[config.mk]
export PLATFORM = sky130hd
export DESIGN_NAME = mmss_timekeeper
export DESIGN_NICKNAME = d
export VERILOG_FILES = /design/src/rtl/clock_pkg.sv /design/src/rtl/bcd_mod_cnt.sv /design/src/rtl/mmss_timekeeper.sv
export SDC_FILE = /design/constraint.sdc
export NUM_CORES = 1
export LEC_CHECK = 0
export ABC_AREA = 0
export BUFFER_PORTS_ARGS = -buffer_cell sky130_fd_sc_hd__buf_2
export CAP_MARGIN = 30
export CORE_ASPECT_RATIO = 0.5
export CORE_MARGIN = 8
export CORE_UTILIZATION = 30
export DETAILED_ROUTE_END_ITERATION = 10
export GPL_TIMING_DRIVEN = 0
export SETUP_SLACK_MARGIN = 0.15
export SLEW_MARGIN = 30
export SYNTH_ARGS = -nofsm -noshare
export SYNTH_HDL_FRONTEND = slang
export SYNTH_SLANG_ARGS = --single-unit
[constraint.sdc]
create_clock -name CLK -period 2.1 [get_ports CLK]
set_input_delay 0.105 -clock CLK [delete_from_list [all_inputs] [get_ports CLK]]
set_output_delay 0.105 -clock CLK [all_outputs]
set_load 0.02 [all_outputs]
[src/rtl/clock_pkg.sv]
// Shared constants and types for the mm:ss timekeeping path.
// Digit limits, run/stop state encoding and the BCD digit type.
package clock_pkg;

    localparam int SEC_MAX_H = 5;
    localparam int SEC_MAX_L = 9;
    localparam int BCD_MAX   = 9;

    typedef enum logic {
        STOP = 1'b0,
        RUN  = 1'b1
    } state_t;

    typedef logic [3:0] bcd_t;

endpackage

[src/rtl/bcd_mod_cnt.sv]
// Two-digit BCD modulo counter (tens 3 bits, units BCD).
// Wraps to 00 after MAX_H:MAX_L; WRAP flags an increment at terminal.
module bcd_mod_cnt
    import clock_pkg::*;
#(
    parameter int MAX_H = 5,
    parameter int MAX_L = 9
)
(
    input  logic       CLK,
    input  logic       RST,
    input  logic       CLR,
    input  logic       INC,
    output logic [2:0] QH,
    output bcd_t       QL,
    output logic       WRAP
);

    localparam logic [2:0] LP_MAX_H = 3'(MAX_H);
    localparam bcd_t       LP_MAX_L = 4'(MAX_L);
    localparam bcd_t       LP_BCD_9 = 4'(BCD_MAX);

    logic [2:0] r_qh;
    bcd_t       r_ql;
    logic [2:0] w_qh_nxt;
    bcd_t       w_ql_nxt;
    logic       w_at_max;
    logic       w_ql_top;

    assign w_at_max = (r_qh == LP_MAX_H) && (r_ql == LP_MAX_L);
    assign w_ql_top = (r_ql == LP_BCD_9);

    // Next digit values for one increment, wrapping only at terminal.
    always_comb begin
        w_qh_nxt = r_qh;
        w_ql_nxt = r_ql;
        if (INC) begin
            if (w_at_max) begin
                w_qh_nxt = '0;
                w_ql_nxt = '0;
            end else if (w_ql_top) begin
                w_qh_nxt = r_qh + 3'd1;
                w_ql_nxt = '0;
            end else begin
                w_ql_nxt = r_ql + 4'd1;
            end
        end
    end

    // Digit registers: reset, then clear, then increment.
    always_ff @(posedge CLK) begin
        if (!RST) begin
            r_qh <= '0;
            r_ql <= '0;
        end else if (CLR) begin
            r_qh <= '0;
            r_ql <= '0;
        end else begin
            r_qh <= w_qh_nxt;
            r_ql <= w_ql_nxt;
        end
    end

    assign QH   = r_qh;
    assign QL   = r_ql;
    assign WRAP = INC & w_at_max;

endmodule

[src/rtl/mmss_timekeeper.sv]
// Minutes:seconds timekeeper with run/stop FSM and wrap carry.
// Buttons outrank the 1 Hz tick; CLR outranks everything but reset.
module mmss_timekeeper
    import clock_pkg::*;
#(
    parameter int MIN_MAX = 59
)
(
    input  logic       CLK,
    input  logic       RST,
    input  logic       EN1HZ,
    input  logic       CLR,
    input  logic       STARTSTOP,
    input  logic       MINUP,
    input  logic       SECUP,
    output logic [3:0] SECL,
    output logic [2:0] SECH,
    output logic [3:0] MINL,
    output logic [2:0] MINH,
    output logic       RUNNING,
    output logic       CA
);

    localparam int LP_MIN_H = MIN_MAX / 10;
    localparam int LP_MIN_L = MIN_MAX % 10;

    state_t r_state;
    state_t w_state_nxt;
    logic   r_ca;
    logic   w_ca_nxt;
    logic   w_btn;
    logic   w_tick;
    logic   w_sec_inc;
    logic   w_min_inc;
    logic   w_sec_wrap;
    logic   w_min_wrap;
    bcd_t   w_secl;
    bcd_t   w_minl;

    // A button pulse drops the tick; STOP ignores it entirely.
    assign w_btn     = MINUP | SECUP;
    assign w_tick    = EN1HZ & (r_state == RUN) & ~CLR & ~w_btn;
    assign w_sec_inc = ~CLR & (SECUP | w_tick);
    assign w_min_inc = ~CLR & (MINUP | (w_tick & w_sec_wrap));

    bcd_mod_cnt #(
        .MAX_H (SEC_MAX_H),
        .MAX_L (SEC_MAX_L)
    ) u_sec (
        .CLK  (CLK),
        .RST  (RST),
        .CLR  (CLR),
        .INC  (w_sec_inc),
        .QH   (SECH),
        .QL   (w_secl),
        .WRAP (w_sec_wrap)
    );

    bcd_mod_cnt #(
        .MAX_H (LP_MIN_H),
        .MAX_L (LP_MIN_L)
    ) u_min (
        .CLK  (CLK),
        .RST  (RST),
        .CLR  (CLR),
        .INC  (w_min_inc),
        .QH   (MINH),
        .QL   (w_minl),
        .WRAP (w_min_wrap)
    );

    // Run/stop toggle; CLR leaves the state alone.
    always_comb begin
        w_state_nxt = r_state;
        if (STARTSTOP) begin
            w_state_nxt = (r_state == RUN) ? STOP : RUN;
        end
    end

    // Carry only on a tick-driven rollover of both fields.
    always_comb begin
        w_ca_nxt = 1'b0;
        if (w_tick && w_sec_wrap && w_min_wrap) begin
            w_ca_nxt = 1'b1;
        end
    end

    // State and carry registers.
    always_ff @(posedge CLK) begin
        if (!RST) begin
            r_state <= STOP;
            r_ca    <= 1'b0;
        end else begin
            r_state <= w_state_nxt;
            r_ca    <= w_ca_nxt;
        end
    end

    assign SECL    = w_secl;
    assign MINL    = w_minl;
    assign RUNNING = (r_state == RUN);
    assign CA      = r_ca;

endmodule

**Yosys cells after proc, flatten, opt, wreduce, memory -nomap -nowiden**

Index checks and enable logic that the tools add are counted.

- Add/subtract/negate cells: 4
- Equality and inequality tests: 4
- Mux-type cells: 10
- Bitwise logic cells: 14
- Reduce and logical (&&, ||, !) cells: 9

Operators with widths:

| cell | count |
|---|---|
| 4-bit two-way mux | 4 |
| 3-bit two-way mux | 4 |
| 4-bit by 1-bit adder with 4-bit output (second input constant) | 2 |
| 1-bit bitwise AND | 8 |
| 4-bit equality test (second input constant) | 2 |
| 3-bit by 1-bit adder with 3-bit output (second input constant) | 2 |
| 3-bit equality test (second input constant) | 2 |
| 1-bit logical AND | 4 |
| 2-bit AND reduction | 2 |
| 2-bit nonzero test | 2 |
| 1-bit inverter | 3 |
| 1-bit OR | 3 |
| 1-bit two-way mux | 2 |
| 2-bit OR reduction | 1 |

- Flip-flop bits (word level): 16
- Input bits: 7
- Output and inout bits: 16
- Word-level logic and storage cells: 47

**Longest topological paths before layout**

Gate-level depths: netlist of the first run.

- Depth in word-level cells: 12
- Mapped depth: 7

**Modules after synthesis**

From an unflattened synthesis of the first run, not the netlist that was laid out.

- Cells, all modules: 88
- Area total of the unflattened synthesis: 822.0 um^2

By module, submodules not included:

| module | instances | cells each | area an instance (um^2) | seq. area each (um^2) |
|---|---|---|---|---|
| bcd_mod_cnt | 2 | 38 | 359.1 | 140.1 |
| mmss_timekeeper | 1 | 12 | 103.8 | 40.0 |

**Worst setup path before layout of the first run**

Ideal clock, no wire load.

- Path kind: reg2reg
- From: reg u_sec.r_ql[0], in the netlist u_sec.QL[0]
- To: reg u_min.r_ql[2], in the netlist u_min.QL[2]
- Setup time: 0.116 ns
- Data arrival time: 1.634 ns
- Data required time: 1.984 ns
- Path slack: 0.350 ns
- Cell stages (with the launch flop): 7
- Path buffers: 1
- Cells stage by stage: dfxtp_1 ha_1 nand3b_4 o41ai_4 buf_6 a21oi_1 a41o_1

- Longest elaborated chain between the ends: 6

Ends and longest elaborated chain:

| what | line | text |
|---|---|---|
| start, declared | bcd_mod_cnt.sv:24 | `bcd_t r_ql;` |
| start signal, assigned | bcd_mod_cnt.sv:60 | `r_ql <= w_ql_nxt;` |
| 4-bit equality test | bcd_mod_cnt.sv:30 | `assign w_at_max = (r_qh == LP_MAX_H) && (r_ql == LP_MAX_L);` |
| 1-bit logical AND | bcd_mod_cnt.sv:30 |  |
| 1-bit bitwise AND | bcd_mod_cnt.sv:66 | `assign WRAP = INC & w_at_max;` |
| 1-bit bitwise AND | mmss_timekeeper.sv:44 | `assign w_min_inc = ~CLR & (MINUP \| (w_tick & w_sec_wrap));` |
| 1-bit OR | mmss_timekeeper.sv:44 |  |
| 1-bit bitwise AND | mmss_timekeeper.sv:44 |  |
| end signal, assigned | bcd_mod_cnt.sv:60 |  |
| end, declared | bcd_mod_cnt.sv:24 |  |

No other way between the ends.
A chain may end at the register's enable or synchronous reset.

**Worst setup path after layout of the first run**

Ends and elaborated chain as after synthesis.

==> results of run 1 <==
-- placed cells by master (no fill, tap or decap), types with 2 or more instances in the layout --
master,synthesis,layout
buf_2,0,22
dfxtp_1,16,16
nor2_1,15,15
nand2_1,8,8
ha_1,8,8
inv_1,7,7
xnor2_1,5,5
a21oi_1,4,4
a211oi_1,3,3
clkbuf_8,0,3
nand2b_1,2,2
and3b_1,2,2
mux2i_1,2,2
a31o_1,2,2
nand3_1,2,2
-- report_power, final --
group          total (uW)  internal (uW)  switching (uW)  leakage, uW
combinational        61.8           24.0            37.8     0.000412
clock                 230            127             103    0.0000216
sequential            315            308            6.83     0.000129
-- logic make-up after synthesis --
logic type	count (synthesis)
and+or+nand+nor	39
AOI/OAI and AO/OA	19
DFF	16
buffers and inverters	11
adders and majority gates	8
xor gates and xnor gates	6
muxes	2
-- final timing paths --
kind | to | start | slack [ps] | depth (start not counted)
min | RUNNING | RST | 80 | 2
max | u_min.QL[2] | u_sec.QL[0] | 360 | 6
max reg2reg | u_min.QL[2] | u_sec.QL[0] | 360 | 6
min reg2reg | u_min.QL[3] | u_min.QL[3] | 540 | 1
-- registers in the layout (all words and copies together) (netlist names) --
name      cells
u_sec.QL      4
u_min.QH      3
u_sec.QH      3
u_min.QL      4
RUNNING       1
CA            1
-- layout make-up --
class                   count  area (sq um)
repair buffers             22         110.1
multi-input cells          74         566.8
well taps                  40         50.05
flip-flops and latches     16         320.3
inverters                   9         33.78
plain buffers               2         15.01
clock buffers               3         41.29
fillers                   310          1858
-- metal layers --
| layer | global-route usage | wire length [um] | up-vias |
|---|---|---|---|
| met5 | 0 | 0 | - |
| met4 | 0.02643 | 19 | 0 |
| met3 | 0.02692 | 101 | 2 |
| met2 | 0.1260 | 929 | 14 |
| met1 | 0.08824 | 909 | 367 |
| li1 | - | - | 405 |
-- per-stage QoR --
stage / utilization / worst slack [ps] / hold WS [ps] / cells / area [sq um]
detailed placement: 0.3659 / 338.3 / 340.6 / 163 / 1096
global placement: 0.3659 / 366.3 / 336.4 / 163 / 1096
finish: 0.3797 / 356.8 / 84.60 / 166 / 1137
floorplan: - / 349.8 / 226.7 / 101 / 935.9
global route: 0.3797 / 246.2 / 86.37 / 166 / 1137
CTS: 0.3797 / 336.7 / 87.19 / 166 / 1137
==> metrics.txt, run 1 <==
CP arrival=1890 ps; synth top area cells=dfxtp_1 34%, ha_1 11%, nor2_1 6.0%; Synth Area per Inst=9.266 sq um; row count=14; global-route wire length before repair=3270 um; mux cell area share after synthesis=0.02139; post-synthesis sequential area ratio=0.3422; boundary pin count=23; Synth Area in Simple Gates=0.2286; xor/xnor cell area share of the yosys netlist=0.05615; CP Launch Type=flop; Max Slew Vio Count=0; Pleak=0.0005626 uW; antenna cells=0; syn_nets=116; post-synth cell types=38; mapped cell area=935.9 sq um; vias in the first global route=730; crit-path max cell delay=410 ps; final critical-path required period=1743 ps; Adder-Cell Fraction of Synth Area=0.1070; EDFF count, synth=0; type of the worst min-delay path=input pin to flop; warning count from the yosys run=0; GRT Total Usage=0.07609; CTS tree=done; worst slew pin tran=510.0 ps; Setup TNS Final=0 ps; total power=607.0 uW; crit path cell chain=ha_1 > nand3b_4 > o41ai_4 > buf_6 > a21oi_1 > a41o_1; post-cts sizing count=0; count leader, synth=dfxtp_1; Reg clk slew, reported paths=60 ps; # hold bufs at CTS=0; largest fanout on the critical path=10; initial antenna violation count=0; slew margin rel.=0.6588; port buffer count=22; # H-tree levels=1; largest net degree at the start of global routing=11; clk_lat worst skew=250 ps; HPWL after DPL=1531 um; Core Region=2995 sq um; Post-Synthesis Cells=101; max-cap violations=0; Post-CTS Setup Bufs=0; f_max=573.7 MHz; # nets final=143; die area=5271 sq um; CP top delay family=compound AO/OA/AOI/OAI gates; post-route ant nets=0; DIE WIDTH=94.99 um; P per Cell Area=533.7 nW/um^2; CTS buffer count=3; Synth area leader=dfxtp_1; Setup CP Type=flop to flop; Compound-Gate Fraction of Synth Area=0.1925; Yosys reg bits=16; Tcrit/Tclk final=0.8301; CP endpoint kind=flop; vias=788; area growth from synthesis to layout=21.52%; initial core utilization=0.3124; number of vias per cell=4.747; CTS Root Cell=clkbuf_8; Die Ht=55.50 um; outcome=finished clean; RSZ-0062 raised after global routing=no; Final setup viols=0; grt ovf=0; Req. time, crit path=2240 ps; Num Clock Sinks=16; Final Hold Viols=0; main flop type after synthesis=dfxtp_1; routability cong.=0.7365; clk_skew=3.328 ps; commonest cells in the netlist=16 x dfxtp_1, 15 x nor2_1, 8 x ha_1, 8 x nand2_1, 7 x inv_1; Residual DRC=0; Buf+Inv Stages, Crit Path=1; layout cells sized above 1=0.2857; Slowest cell on crit path=dfxtp_1; asr flop ratio synth=0; largest family of logic cells by synthesized area=simple AND/OR/NAND/NOR gates; routed wire length=1959 um; DRT iter0 DRCs=28; worst vdd ir=0.0002872 V; area share of the largest cell type after synthesis=0.3422; DR WL/cell=11.80 um; Clock Path Buffers=2; first-pass detailed-route iteration total=6
Note: power is estimated with default switching activity, not from simulation.
==> inputs of run 2 (changes only) <==
==> constraint.sdc (replaced) <==
create_clock -name CLK -period 1.52 [get_ports CLK]
set_input_delay 0.076 -clock CLK [delete_from_list [all_inputs] [get_ports CLK]]
set_output_delay 0.076 -clock CLK [all_outputs]
set_load 0.02 [all_outputs]
==> metrics.txt, run 2 (synthesis gave the netlist of run 1 again) <==
register-to-register setup slack=-100 ps (-450 ps); max-cap violations=0 (unchanged); Worst R2R Path Depth=7 (+1); grt ovf=0 (unchanged); worst r2r src=u_sec.QH[1]; f_max=618.2 MHz (+7.8%); Reg clk slew, reported paths=70 ps (about the same); post-route ant nets=0 (unchanged); RSZ-0062 raised after global routing=yes; outcome=complete, but fails checks; type of the worst min-delay path=input pin to flop; min-delay src=RST; commonest non-fill, non-tap cell in the layout=buf_2; GRT Total Usage=0.08507 (+0.008981); Final Hold Viols=0 (unchanged); worst slew pin tran=522.5 ps (+12.57 ps); initial core utilization=0.3124 (unchanged); Final setup viols=7 (+7); crit path cell chain=inv_2 > ha_4 > nand2_4 > o41ai_4 > buf_4 > a41oi_2 > a311oi_1; Residual DRC=0 (unchanged); die area=5271 sq um (unchanged); global-route wire length before repair=3567 um (+9.1%); DR WL/cell=12.20 um (+3.3%); final worst slack=-97.49 ps (-454.3 ps); Max Slew Vio Count=0 (unchanged); Pleak=0.0006197 uW (+10%); Req. time, crit path=1680 ps (-560 ps); CP arrival=1780 ps (-110 ps); Num Clock Sinks=16 (unchanged); Setup TNS Final=-295.8 ps (-295.8 ps); P per Cell Area=662.7 nW/um^2 (+24%); # nets final=150 (+4.9%); routed wire length=2122 um (+8.3%); routability cong.=0.7362 (about the same); row count=14 (unchanged); CP endpoint kind=flop; worst hold endpoint=RUNNING; DIE WIDTH=94.99 um (unchanged); # hold bufs at CTS=0 (unchanged); number of cells on the worst hold path=2 (unchanged); initial antenna violation count=0 (unchanged); antenna cells=0 (unchanged); Buf+Inv Stages, Crit Path=2 (+1); area growth from synthesis to layout=39.97%; Setup CP Type=flop to flop; DRT iter0 DRCs=40 (+43%); Core Region=2995 sq um (unchanged); FF-to-FF End=u_min.QL[3]; worst vdd ir=0.0002150 V (-25%); largest net degree at the start of global routing=10 (-1); Placed Area=1122 sq um (+2.4%); final critical-path required period=1617 ps (-125.7 ps); Slowest cell on crit path=o41ai_4; # H-tree levels=1 (unchanged); first-pass detailed-route iteration total=4 (-2); CTS Root Cell=clkbuf_8; worst hold slack=51.91 ps (-32.69 ps); port buffer count=22 (unchanged); CTS tree=done; boundary pin count=23 (unchanged); clk_lat worst skew=250 ps (about the same); final instance area=1310 sq um (+15%); vias=817 (+3.7%); Clock Path Buffers=2 (unchanged); most frequent cells in the layout=22 x buf_2, 14 x nor2_1, 10 x dfxtp_1; Tcrit/Tclk final=1.064 (+0.2340); CP top delay family=compound AO/OA/AOI/OAI gates; crit-path max cell delay=430 ps (+20 ps); slew margin rel.=0.6509 (-0.007839); CP Launch Type=flop; total power=868.2 uW (+43%); layout cells sized above 1=0.4701 (+0.1844); Die Ht=55.50 um (unchanged); clk_skew=6.902 ps (+3.574 ps); number of vias per cell=4.695 (-1.1%); vias in the first global route=784 (+7.4%); HPWL after DPL=1481 um (-3.2%); violated checks=setup timing; CTS buffer count=3 (unchanged); largest fanout on the critical path=4 (-6)
run 2: cell types whose count changed in the layout (fill, tap and decap cells not counted), sizes merged:
cell	before	now
buf	23	30
inv	8	9
run 2: worst register-to-register path: stages (launching register included):
cell      delay [ps]
dfxtp_2          320
inv_2             60
ha_4             130
nand2_4           60
o41ai_4          430
buf_4            180
a41oi_2           70
a311oi_1         260
run 2: stage by stage:
stage	util	cells	worst slack (ps)
3_3_place_gp	0.3747	163	-157.9
5_1_grt	0.4373	174	-181.2
3_5_place_dp	0.3747	163	-175.8
4_1_cts	0.4169	171	-106.3
2_1_floorplan	-	101	-93.03
6_report	0.4373	174	-97.49
run 2: worst max path at each step:
stage / from / to / slack, ps / depth (start not counted)
floorplan: u_sec.QL[1] / u_min.QL[2] / -90 / 7
global placement: u_sec.QL[1] / u_min.QL[2] / -160 / 7
detailed placement: u_sec.QL[1] / u_min.QL[2] / -180 / 7
CTS: u_sec.QH[1] / u_min.QL[3] / -110 / 7
global route: u_sec.QH[1] / u_min.QL[3] / -180 / 7
finish: u_sec.QH[1] / u_min.QL[3] / -100 / 7
run 2: area by class of cell:
type                            count  area (sq um)
Buffer                              2         15.01
Clock buffer                        3         41.29
Clock inverter                      1         3.754
Fill cell                         294          1685
Inverter                            9         33.78
Multi-Input combinational cell     74         660.6
Sequential cell                    16         335.3
Tap cell                           40         50.05
Timing Repair Buffer               29         170.2
run 2: where the power goes:
group	total [uW]	internal, uW	switching, uW
clock	333	180	154
sequential	433	423	9.83
combinational	102	41.1	61.1
run 2: timing repair:
item / 4_1_cts / 5_1_grt
cloned: 1 / 0
endpoints found under the setup margin: 12 / 14
setup buffers: 3 / 3
resized for setup: 11 / 10
pin swaps: 4 / 8
run 2: routing by layer:
| layer | global-route usage | routed length (um) | vias to the layer above |
|---|---|---|---|
| met1 | 0.09783 | 917 | 377 |
| li1 | - | - | 416 |
| met3 | 0.03634 | 134 | 4 |
| met2 | 0.1329 | 1034 | 20 |
| met5 | 0 | 0 | - |
| met4 | 0.03965 | 37 | 0 |
==> inputs of run 3 (changes only) <==
==> constraint.sdc (replaced) <==
create_clock -name CLK -period 1.52 [get_ports CLK]
set_input_delay 0.076 -clock CLK [delete_from_list [all_inputs] [get_ports CLK]]
set_output_delay 0.076 -clock CLK [all_outputs]
set_load 0.01 [all_outputs]
==> metrics.txt, run 3 (synthesis gave the netlist of run 1 again) <==
outcome=complete, but fails checks; violated checks=setup timing; worst hold slack=55.40 ps (+3.497 ps); Clock Path Buffers=2 (unchanged); Setup CP Type=flop to flop; Post-Place Cells=163 (unchanged); Req. time, crit path=1660 ps (-20 ps); Core Region=2995 sq um (unchanged); WL met2=1144 um (+11%); boundary pin count=23 (unchanged); DRT iter0 DRCs=20 (-50%); CTS tree=done; CTS buffer count=3 (unchanged); worst slew pin tran=499.4 ps (-23.16 ps); HPWL after DPL=1504 um (+1.5%); critical path endpoint=u_min.QL[1]; area growth from synthesis to layout=39.17%; # nets final=150 (unchanged); total power=913.8 uW (+5.3%); # H-tree levels=1 (unchanged); RSZ-0062 raised after global routing=yes; f_max=621.3 MHz (+0.50%); Final setup viols=7 (unchanged); worst vdd ir=0.0002522 V (+17%); antenna cells=0 (unchanged); final critical-path required period=1609 ps (-8.003 ps); type of the worst min-delay path=input pin to flop; routability cong.=0.7398 (+0.49%); routed wire length=2244 um (+5.7%); initial core utilization=0.3124 (unchanged); CP Launch Type=flop; max layer used=met4; Setup TNS Final=-520.0 ps (-224.1 ps); crit path launch=u_sec.QH[1]; final instance area=1303 sq um (-0.57%); layout cells sized above 1=0.4403 (-0.02985); Tcrit/Tclk final=1.059 (-0.005265); FILL cells=298 (+1.4%); CP endpoint kind=flop; Multi-input gate area=641.9 sq um (-2.8%); P per Cell Area=701.6 nW/um^2 (+5.9%); commonest non-fill, non-tap cell in the layout=buf_2; max-cap violations=0 (unchanged); # hold bufs at CTS=0 (unchanged); Num Clock Sinks=16 (unchanged); grt ovf=0 (unchanged); vias=832 (+1.8%); met3 WL=66 um (-51%); Pleak=0.0006296 uW (+1.6%); number of vias per cell=4.782 (+1.8%); final std cells w/o fill=174 (unchanged); global-route wire length before repair=3781 um (+6.0%); Residual DRC=0 (unchanged); largest net degree at the start of global routing=10 (unchanged); CTS Root Cell=clkbuf_8; Reg area=334.1 sq um (-0.37%); Reg clk slew, reported paths=70 ps (about the same); Placed Area=1117 sq um (-0.45%); clk_lat worst skew=250 ps (about the same); largest fanout on the critical path=5 (+1); Worst R2R Path Depth=7 (unchanged); clk_skew=5.197 ps (-1.705 ps); first-pass detailed-route iteration total=4 (unchanged); die area=5271 sq um (unchanged); CP arrival=1750 ps (-30 ps); DIE WIDTH=94.99 um (unchanged); row count=14 (unchanged); initial antenna violation count=0 (unchanged); GRT Total Usage=0.08919 (+0.004121); Max Slew Vio Count=0 (unchanged); worst r2r src=u_sec.QH[1]; final worst slack=-89.48 ps (+8.003 ps); FF-to-FF End=u_min.QL[1]; vias in the first global route=813 (+3.7%); port buffer count=22 (unchanged); DR WL/cell=12.90 um (+5.7%); Die Ht=55.50 um (unchanged); Final Hold Viols=0 (unchanged); most frequent cells in the layout=22 x buf_2, 13 x nor2_1, 11 x dfxtp_1; post-route ant nets=0 (unchanged); register-to-register setup slack=-90 ps (about the same); slew margin rel.=0.6664 (+0.01547); Post-Route M1 WL=1006 um (+9.7%)
-- run 3: worst min path at each step --
stage	from	endpoint	slack (ps)	cells past startpoint
2_1_floorplan	RST	RUNNING	200	1
3_3_place_gp	RST	RUNNING	310	2
3_5_place_dp	RST	RUNNING	320	2
4_1_cts	RST	RUNNING	50	2
5_1_grt	RST	RUNNING	80	2
6_report	RST	RUNNING	60	2
-- run 3: metrics by stage --
stage	worst slack (ps)	utilization
global route	-166.7	0.4348
finish	-89.48	0.4348
floorplan	-70.83	-
detailed placement	-180.8	0.3730
CTS	-58.07	0.4181
global placement	-157.6	0.3730
-- run 3: final cells by class --
type,instances,area share
buffer,2,0.01153
clock buffer,4,0.04227
inverter,9,0.02786
multi-input combinational,74,0.4928
sequential,16,0.2565
tap,40,0.03842
timing repair buffer,29,0.1306
-- run 3: where the power goes --
| part | switching, uW | internal (uW) |
|---|---|---|
| Combinational | 56.6 | 41.9 |
| Clock | 153 | 230 |
| Sequential | 9.81 | 422 |
| Total | 220 | 694 |
-- run 3: what timing repair did --
item,CTS,global route
pin swaps,2,5
resized for setup,13,7
buffers inserted,3,3
endpoints found under the setup margin,12,15
cloned,1,0
-- run 3: worst max-delay path, cell delays in order (launching register included) --
cell,delay [ps]
dfxtp_2,330
inv_2,70
ha_4,140
nand2_4,60
o41ai_4,460
buf_6,190
mux2i_1,180
nor2_1,60
-- run 3: metal layers --
layer  vias to the layer above  GRT usage
met5                         -          0
met3                         2    0.03365
met1                       405    0.09845
met2                        12     0.1545
met4                         0    0.02643
li1                        413          -
